<file path="src/rtl/iterative_subtractor.sv">
// Multi-cycle subtractor: diff = a - b - bin, one CHUNK-bit slice per clock,
// with a registered borrow between slices and valid/ready on both sides.
module iterative_subtractor #(
  parameter int WIDTH = 32,
  parameter int CHUNK = 8
) (
  input  logic             clk,
  input  logic             rst,
  input  logic             in_valid,
  output logic             in_ready,
  input  logic [WIDTH-1:0] a,
  input  logic [WIDTH-1:0] b,
  input  logic             bin,
  output logic             out_valid,
  input  logic             out_ready,
  output logic [WIDTH-1:0] diff,
  output logic             bout,
  output logic             overflow
);

  localparam int N  = WIDTH / CHUNK;
  localparam int IW = (N > 1) ? $clog2(N) : 1;
  localparam int MSB = WIDTH - 1;

  localparam logic [IW-1:0] LAST = IW'(N - 1);

  localparam logic [1:0] S_IDLE = 2'd0;
  localparam logic [1:0] S_CALC = 2'd1;
  localparam logic [1:0] S_DONE = 2'd2;

  if (WIDTH % CHUNK != 0) begin : g_width_check
    $error("iterative_subtractor: WIDTH must be a multiple of CHUNK");
  end

  logic [1:0]       state_q, state_d;
  logic [WIDTH-1:0] a_q, a_d;
  logic [WIDTH-1:0] b_q, b_d;
  logic             borrow_q, borrow_d;
  logic [IW-1:0]    idx_q, idx_d;
  logic [WIDTH-1:0] diff_q, diff_d;
  logic             bout_q, bout_d;
  logic             ovf_q, ovf_d;
  logic             vld_q, vld_d;

  logic [CHUNK:0]   slice;
  logic             last;

  always_comb begin
    state_d  = state_q;
    a_d      = a_q;
    b_d      = b_q;
    borrow_d = borrow_q;
    idx_d    = idx_q;
    diff_d   = diff_q;
    bout_d   = bout_q;
    ovf_d    = ovf_q;
    vld_d    = vld_q;
    // Extra top bit of the slice result is the slice borrow-out
    slice = {1'b0, a_q[idx_q*CHUNK +: CHUNK]}
          - {1'b0, b_q[idx_q*CHUNK +: CHUNK]}
          - {{CHUNK{1'b0}}, borrow_q};
    last  = (idx_q == LAST);
    unique case (1'b1)
      (state_q == S_IDLE): begin
        if (in_valid) begin
          a_d      = a;
          b_d      = b;
          borrow_d = bin;
          idx_d    = '0;
          state_d  = S_CALC;
        end
      end
      (state_q == S_CALC): begin
        diff_d[idx_q*CHUNK +: CHUNK] = slice[CHUNK-1:0];
        borrow_d = slice[CHUNK];
        idx_d    = idx_q + 1'b1;
        if (last) begin
          idx_d   = '0;
          bout_d  = slice[CHUNK];
          ovf_d   = (a_q[MSB] ^ b_q[MSB]) & (a_q[MSB] ^ diff_d[MSB]);
          vld_d   = 1'b1;
          state_d = S_DONE;
        end
      end
      (state_q == S_DONE): begin
        if (out_ready) begin
          vld_d   = 1'b0;
          state_d = S_IDLE;
        end
      end
      default: state_d = S_IDLE;
    endcase
  end

  always_ff @(posedge clk or posedge rst) begin
    if (rst) begin
      state_q  <= S_IDLE;
      a_q      <= '0;
      b_q      <= '0;
      borrow_q <= 1'b0;
      idx_q    <= '0;
      diff_q   <= '0;
      bout_q   <= 1'b0;
      ovf_q    <= 1'b0;
      vld_q    <= 1'b0;
    end else begin
      state_q  <= state_d;
      a_q      <= a_d;
      b_q      <= b_d;
      borrow_q <= borrow_d;
      idx_q    <= idx_d;
      diff_q   <= diff_d;
      bout_q   <= bout_d;
      ovf_q    <= ovf_d;
      vld_q    <= vld_d;
    end
  end

  assign in_ready  = (state_q == S_IDLE) & ~rst;
  assign out_valid = vld_q;
  assign diff      = diff_q;
  assign bout      = bout_q;
  assign overflow  = ovf_q;

endmodule

</file>
<file path="config.mk">
export PLATFORM = sky130hd
export DESIGN_NAME = iterative_subtractor
export DESIGN_NICKNAME = d
export VERILOG_FILES = /design/src/rtl/iterative_subtractor.sv
export SDC_FILE = /design/constraint.sdc
export NUM_CORES = 1
export LEC_CHECK = 0
export CORE_MARGIN = 2
export CORE_UTILIZATION = 46
export DETAILED_ROUTE_END_ITERATION = 12
export GPL_TIMING_DRIVEN = 0
export PLACE_DENSITY = 0.76
export SYNTH_ARGS = -nofsm -noshare
export SYNTH_HDL_FRONTEND = slang
export SYNTH_SLANG_ARGS = --single-unit
</file>
<file path="constraint.sdc">
create_clock -name clk -period 3.6 [get_ports clk]
set_input_delay 1.08 -clock clk [delete_from_list [all_inputs] [get_ports clk]]
set_output_delay 1.08 -clock clk [all_outputs]
set_load 0.05 [all_outputs]
</file>
==> summary.txt <==
STA
  – Number of pins exceeding their max-slew limit in the final report: 0
  – Worst slew margin: 51.5%
  – Final worst-path cycle share: 94.8%
  – Tmin final: 3.41 ns
  – Clock skew: 0.0118 ns
  – Fin Setup TNS: 0 ns
  – Hold violation total from the final report: 0
  – Number of endpoints failing setup at the final stage: 0
  – Actual slew at the worst max-slew pin: 0.728 ns
  – Setup repair after global routing missed its margin: false
  – Peak Freq: 293 MHz

Drt
  – Antenna-violating nets left: 0
  – Detailed-router iteration count before antenna repair: 4
  – DRC violations left: 0
  – WL final: 10900 um
  – Average detailed-routed wire length per instance: 17.4 um
  – Routed via count: 3369
  – DRC violation total after the first TritonRoute iteration: 98
  – Via-to-Cell Ratio: 5.37

Floorplan
  – X dimension of the die: 107 um
  – Number of ports placed on the die boundary: 105
  – Area of the placeable core: 10300 um2
  – Number of core rows: 37
  – Initial Util: 47.3%
  – Total die area: 11400 um2
  – Die Y: 107 um

Flow run
  – Reported max-cap violation count: 0

Layout
  – Leading cell types in the layout, fill and taps excluded: 103 x dfrtp_1, 103 x clkdlybuf4s50_1, 63 x mux2_2
  – ANT cells: 0
  – Finished Core Util: 61.8%
  – Ratio of cells with drive above 1 in the final layout: 23.6%
  – Final-stage net count: 575
  – Post-route cell area: 6350 um2
  – Area growth from synthesis to final layout: 30.7%

GRT
  – Vias in the first global route: 3477
  – Number of antenna violations at the first check in global routing: 0
  – Maximum number of pins on one net before global-route repair: 43
  – GRT Total Usage: 20.0%
  – Global-route wire length before repair: 17600 um
  – Grt total ovfl: 0

Worst setup path
  – Critical path launch point type: register
  – Required time worst endpoint: 3.89 ns
  – Type of element capturing the critical path: register
  – Critical path fanouts, max: 10
  – Worst reg-to-reg setup slack: 0.19 ns
  – Depth of the most critical reg-to-reg path: 12
  – Worst r2r src: idx_q[0]
  – Worst EP arrival: 3.71 ns
  – Capturing point of the worst reg2reg path: borrow_q
  – Category of the critical setup timing path: register to register

Synth
  – Total standard cell area after synthesis: 4860 um2
  – Sequential fraction of the synthesis area: 53.5%
  – Count of mapped cells out of synthesis: 366
  – Net Count, Synth: 455
  – Count of different cell masters after synthesis: 41
  – Register bit total from synthesis: 104
  – Yosys warning count: 0
  – Avg Inst Size Synth: 13.3 um2

Clock tree
  – Maximum buffer depth of the clock tree: 2
  – TritonCTS sink count: 104
  – Root cell of the clock tree: clkbuf_8
  – Clock-pin slew of the registers on the worst-case setup and hold paths: 0.10 ns
  – Maximum level of the CTS H-tree: 3
  – Clock tree from TritonCTS: built
  – Hold-fix buffers, CTS: 0
  – Total CTS buffers: 9
  – Clock latency of the later-clocked register in the worst-skew pair: 0.37 ns

Min path
  – Hold worst-path end: diff[10]
  – Classification of the worst-slack hold path: register to register
  – Launch point of the worst hold path: diff[10]
  – Hold Path Stages: 2

Place
  – Area after detailed placement: 6120 um2
  – Post-detail-place hpwl: 8330 um
  – Placer's final routability congestion estimate: 0.851
  – Buffers on Ports: 104

Outcome
  – Run status: completed
## cells by family after synthesis
family	Yosys count	synth area share (%)
AND/OR/NAND/NOR	57	5.53
flip-flops	104	53.5
multiplexers	81	22.4
XOR/XNOR	5	1.06
buffers and inverters	42	3.45
adder cells (fa/ha/maj)	20	5.46
AO/OA/AOI/OAI	57	8.55
## flip-flops by register name, indices dropped and copies added, names as in the netlist
signal,count
diff,32
a_q,32
bout,1
state_q,2
out_valid,1
idx_q,2
b_q,32
overflow,1
borrow_q,1
## routing by layer
layer  share of wire, %  GRT usage, %  vias up
met2                 50          34.5       82
li1                   -             -     1558
met3                3.9          3.16       13
met1                 44          26.4     1716
met4                1.3          5.57        0
met5                  0             0        -
## repair_timing
| action | in CTS | in global routing |
|---|---|---|
| resized for setup | 6 | 5 |
| endpoints found under the setup margin | 16 | 6 |
| buffers inserted | 0 | 3 |
## worst max-delay path, cell delays in order, from the launching register on
cell	delay (ns)
dfrtp_2	0.44
buf_8	0.19
buf_8	0.18
mux4_2	0.53
ha_1	0.29
inv_1	0.04
ha_1	0.34
a21boi_0	0.16
o21a_1	0.21
o21a_1	0.19
o31a_1	0.28
or3_1	0.31
a31oi_1	0.16
## cell usage after synthesis
cell | n | area, um2
buf_2 | 8 | 40.0
a21boi_0 | 1 | 7.51
o31a_1 | 2 | 17.5
mux2i_1 | 2 | 20.0
ha_1 | 18 | 225
xnor2_2 | 1 | 16.3
nor3b_1 | 1 | 7.51
nand3_1 | 3 | 15.0
nand2_1 | 27 | 101
xnor2_1 | 1 | 8.76
or3_1 | 1 | 6.26
nand2b_1 | 1 | 6.26
mux2_2 | 63 | 709
mux4_2 | 16 | 360
o21a_1 | 3 | 22.5
a2bb2oi_2 | 1 | 15.0
a211oi_1 | 1 | 7.51
clkbuf_1 | 4 | 15.0
dfrtp_1 | 104 | 2600
a31oi_1 | 1 | 6.26
and3_1 | 1 | 6.26
a32oi_1 | 1 | 8.76
o21ai_0 | 17 | 85.1
nor4b_2 | 1 | 15.0
buf_1 | 1 | 3.75
inv_1 | 29 | 109
nand2_2 | 1 | 6.26
fa_1 | 2 | 40.0
nor3_1 | 4 | 20.0
nor2_1 | 10 | 37.5
or4b_2 | 1 | 10.0
xor2_1 | 3 | 26.3
and2_1 | 1 | 6.26
a2111oi_0 | 1 | 8.76
nand4_1 | 3 | 18.8
a21o_1 | 1 | 7.51
a21oi_1 | 4 | 20.0
a22o_1 | 22 | 193
o31ai_1 | 1 | 7.51
o311ai_1 | 1 | 8.76
nor2b_1 | 2 | 12.5
## how the worst max path moves through the flow
stage	from	cells after the start	slack (ns)	to
finish	idx_q[0]	12	0.19	borrow_q
global route	idx_q[0]	12	0.01	borrow_q
CTS	idx_q[0]	12	0.05	borrow_q
detailed placement	idx_q[0]	12	-0.33	borrow_q
global placement	idx_q[0]	12	-0.31	borrow_q
floorplan	idx_q[0]	12	0.13	borrow_q
## stage by stage
stage / hold WS [ns] / worst slack (ns) / std cells
2_1_floorplan: 0.475 / 0.134 / 366
3_3_place_gp: 0.464 / -0.306 / 606
3_5_place_dp: 0.473 / -0.332 / 608
4_1_cts: 0.495 / 0.0464 / 624
5_1_grt: 0.530 / 0.0108 / 627
6_report: 0.487 / 0.186 / 627
## final cells by class
cell class                 instances  area, um2
buffer                            13       85.1
clock buffer                      10        138
clock inverter                     6       52.6
fill                             837       3920
inverter                          29        113
multi-input combinational        220       2090
sequential                       104       2600
tap                              136        170
timing repair buffer             109       1100
Power is left out: the tool's default activity adds up to more than one toggle a clock period on the data nets, which glitch-free logic cannot reach.
==> patch (same flow settings) <==
Set the parameter `CHUNK` to 16 (it was 8).
--- a/src/rtl/iterative_subtractor.sv
+++ b/src/rtl/iterative_subtractor.sv
@@ -4,3 +4,3 @@
   parameter int WIDTH = 32,
-  parameter int CHUNK = 8
+  parameter int CHUNK = 16
 ) (
Check against the original RTL: not equivalent (Yosys sat finds a counterexample within 4 cycles, from zero or initial values and one cycle with rst high).
==> patch against the original RTL <==
- utilization shrank 1.0 points
- worst setup slack gained 0.025 ns
- sequential share of layout area shrank 2.0 points
- sequential cell count shrank 1
- critical path depth is the same
- synthesized area grew 5.8%
- synthesized cell count grew 19%
- non-clock buffer count grew 1
- via count grew 6.7%
- routed wire length grew 3.6%
- design area grew 4.2%
- die area grew 5.6%
- critical endpoint is now diff[30]$_DFFE_PP0P_
- largest cell class unchanged
Power is left out: the tool's default activity adds up to more than one toggle a clock period on the data nets, which glitch-free logic cannot reach.
==> patch: results (changes against the original RTL) <==
| Metric | Value |
|---|---|
| Status | finished clean |
| Met3 WL | 491 um (+15%) |
| Clock tree buffer depth | 2 (unchanged) |
| Placement Cell Area | 6400 um2 (+4.7%) |
| Global Route Usage Sum | 20.2% (+0.19 points) |
| Layout cell share with drive strength beyond 1 | 20.8% (-2.8 points) |
| Adder-cell area share of the yosys netlist | 7.59% (+2.1 points) |
| Pre-CTS WS | -0.287 ns (+0.0447 ns) |
| Worst setup margin | 0.212 ns (+0.0252 ns) |
| Syn avg cell area | 11.8 um2 (-11%) |
| Initial DRC Count | 168 (+71%) |
| Reg2Reg Depth | 12 (unchanged) |
| Slowest library cell on the worst path | fa_1 |
| CP peak stage delay | 0.44 ns (-0.09 ns) |
| Worst Clk Skew | 0.0119 ns (+0.0000414 ns) |
| First-pass GRT wire length | 18200 um (+3.4%) |
| Hold Crit Start | diff[29]$_DFFE_PP0P_ |
| CTS resizes | 5 (-1) |
| Nets | 651 (+13%) |
| Root Driver | clkbuf_8 |
| Worst path top cell family by delay | compound AO/OA/AOI/OAI gates |
| Clock-pin slew on the worst setup and hold paths | 0.10 ns (about the same) |
| Met3 Track Usage GR | 3.26% (+0.099 points) |
| Diode count | 0 (unchanged) |
| Endpoint, Worst Hold | diff[29]$_DFFE_PP0P_ |
| Top routing layer used | met4 |
| Fillers | 897 (+7.2%) |
| Ranking of synthesized cells by area | dfrtp_1, mux2_2, ha_1, o21ai_0, mux2i_1 |
| Top FF cell, synth | dfrtp_1 |
| Complex-gate fraction of the synthesized area | 8.35% (-0.20 points) |
| Vias per cell | 5.16 (-4.0%) |
| Sequential area share after synthesis | 50.1% (-3.4 points) |
| Hold depth | 2 (unchanged) |
| Initial antenna violation count | 0 (unchanged) |
| Post-DP HPWL | 8730 um (+4.8%) |
| Post-Synth XOR/XNOR Area | 2.53% (+1.5 points) |
| Final GP Congestion | 0.845 (-0.67%) |
| Post-synthesis mux area share | 21.8% (-0.64 points) |
| Htree depth | 3 (unchanged) |
| Slew HR | 49.1% (-2.4 points) |
| Clock latency on the worst-skew pair | 0.38 ns |
| Critical path data arrival time | 3.63 ns (-0.08 ns) |
| Synth unique cells | 41 (unchanged) |
| Largest net degree at the start of global routing | 41 (-4.7%) |
| Global routing met2 resource utilization | 32.8% (-1.6 points) |
| Drt wl/cell | 16.2 um (-6.8%) |
| Total nets after synthesis | 534 (+17%) |
| Fin cells | 697 (+11%) |
| CP endpoint | diff[30]$_DFFE_PP0P_ |
| M1 WL | 5130 um (+6.2%) |
| Crit path launch | idx_q$_DFFE_PP0P_ |
| Post-Place Cells | 681 (+12%) |
| Vias in the first global route | 3640 (+4.7%) |
| Post-CTS setup buffers | 0 (unchanged) |
| Met1 Use GR | 27.7% (+1.3 points) |
| Met2 Wirelength | 5550 um (+0.96%) |
| Top cells by count, synth | dfrtp_1, mux2_2, nand2_1 |
| First-pass DRT Iterations | 5 (+1) |
| Ys async rst share | 100% (unchanged) |
[patch: cell count changes in the layout (fill, tap and decap cells not counted), sizes merged, moves of 4 or more]
cell | unedited run | this run
xnor2 | 2 | 8
inv | 30 | 35
nor2 | 10 | 6
nand2 | 28 | 44
a22o | 22 | 0
o21ai | 17 | 38
mux4 | 16 | 0
mux2 | 63 | 84
a21oi | 4 | 11
clkbuf | 16 | 21
ha | 18 | 28
mux2i | 2 | 17
buf | 12 | 8
[patch: layout make-up]
| type | count | share of cell area (%) |
|---|---|---|
| Sequential cell | 103 | 38.9 |
| Multi-Input combinational cell | 281 | 35.9 |
| Timing Repair Buffer | 106 | 16.3 |
| Tap cell | 140 | 2.65 |
| Clock buffer | 10 | 2.08 |
| Inverter | 34 | 1.98 |
| Buffer | 17 | 1.30 |
| Clock inverter | 6 | 0.813 |
[patch: metrics by stage]
stage	hold slack (ns)	util, %
floorplan	0.475	-
global placement	0.462	58.4
detailed placement	0.469	58.8
CTS	0.491	60.6
global route	0.510	60.8
finish	0.487	60.8
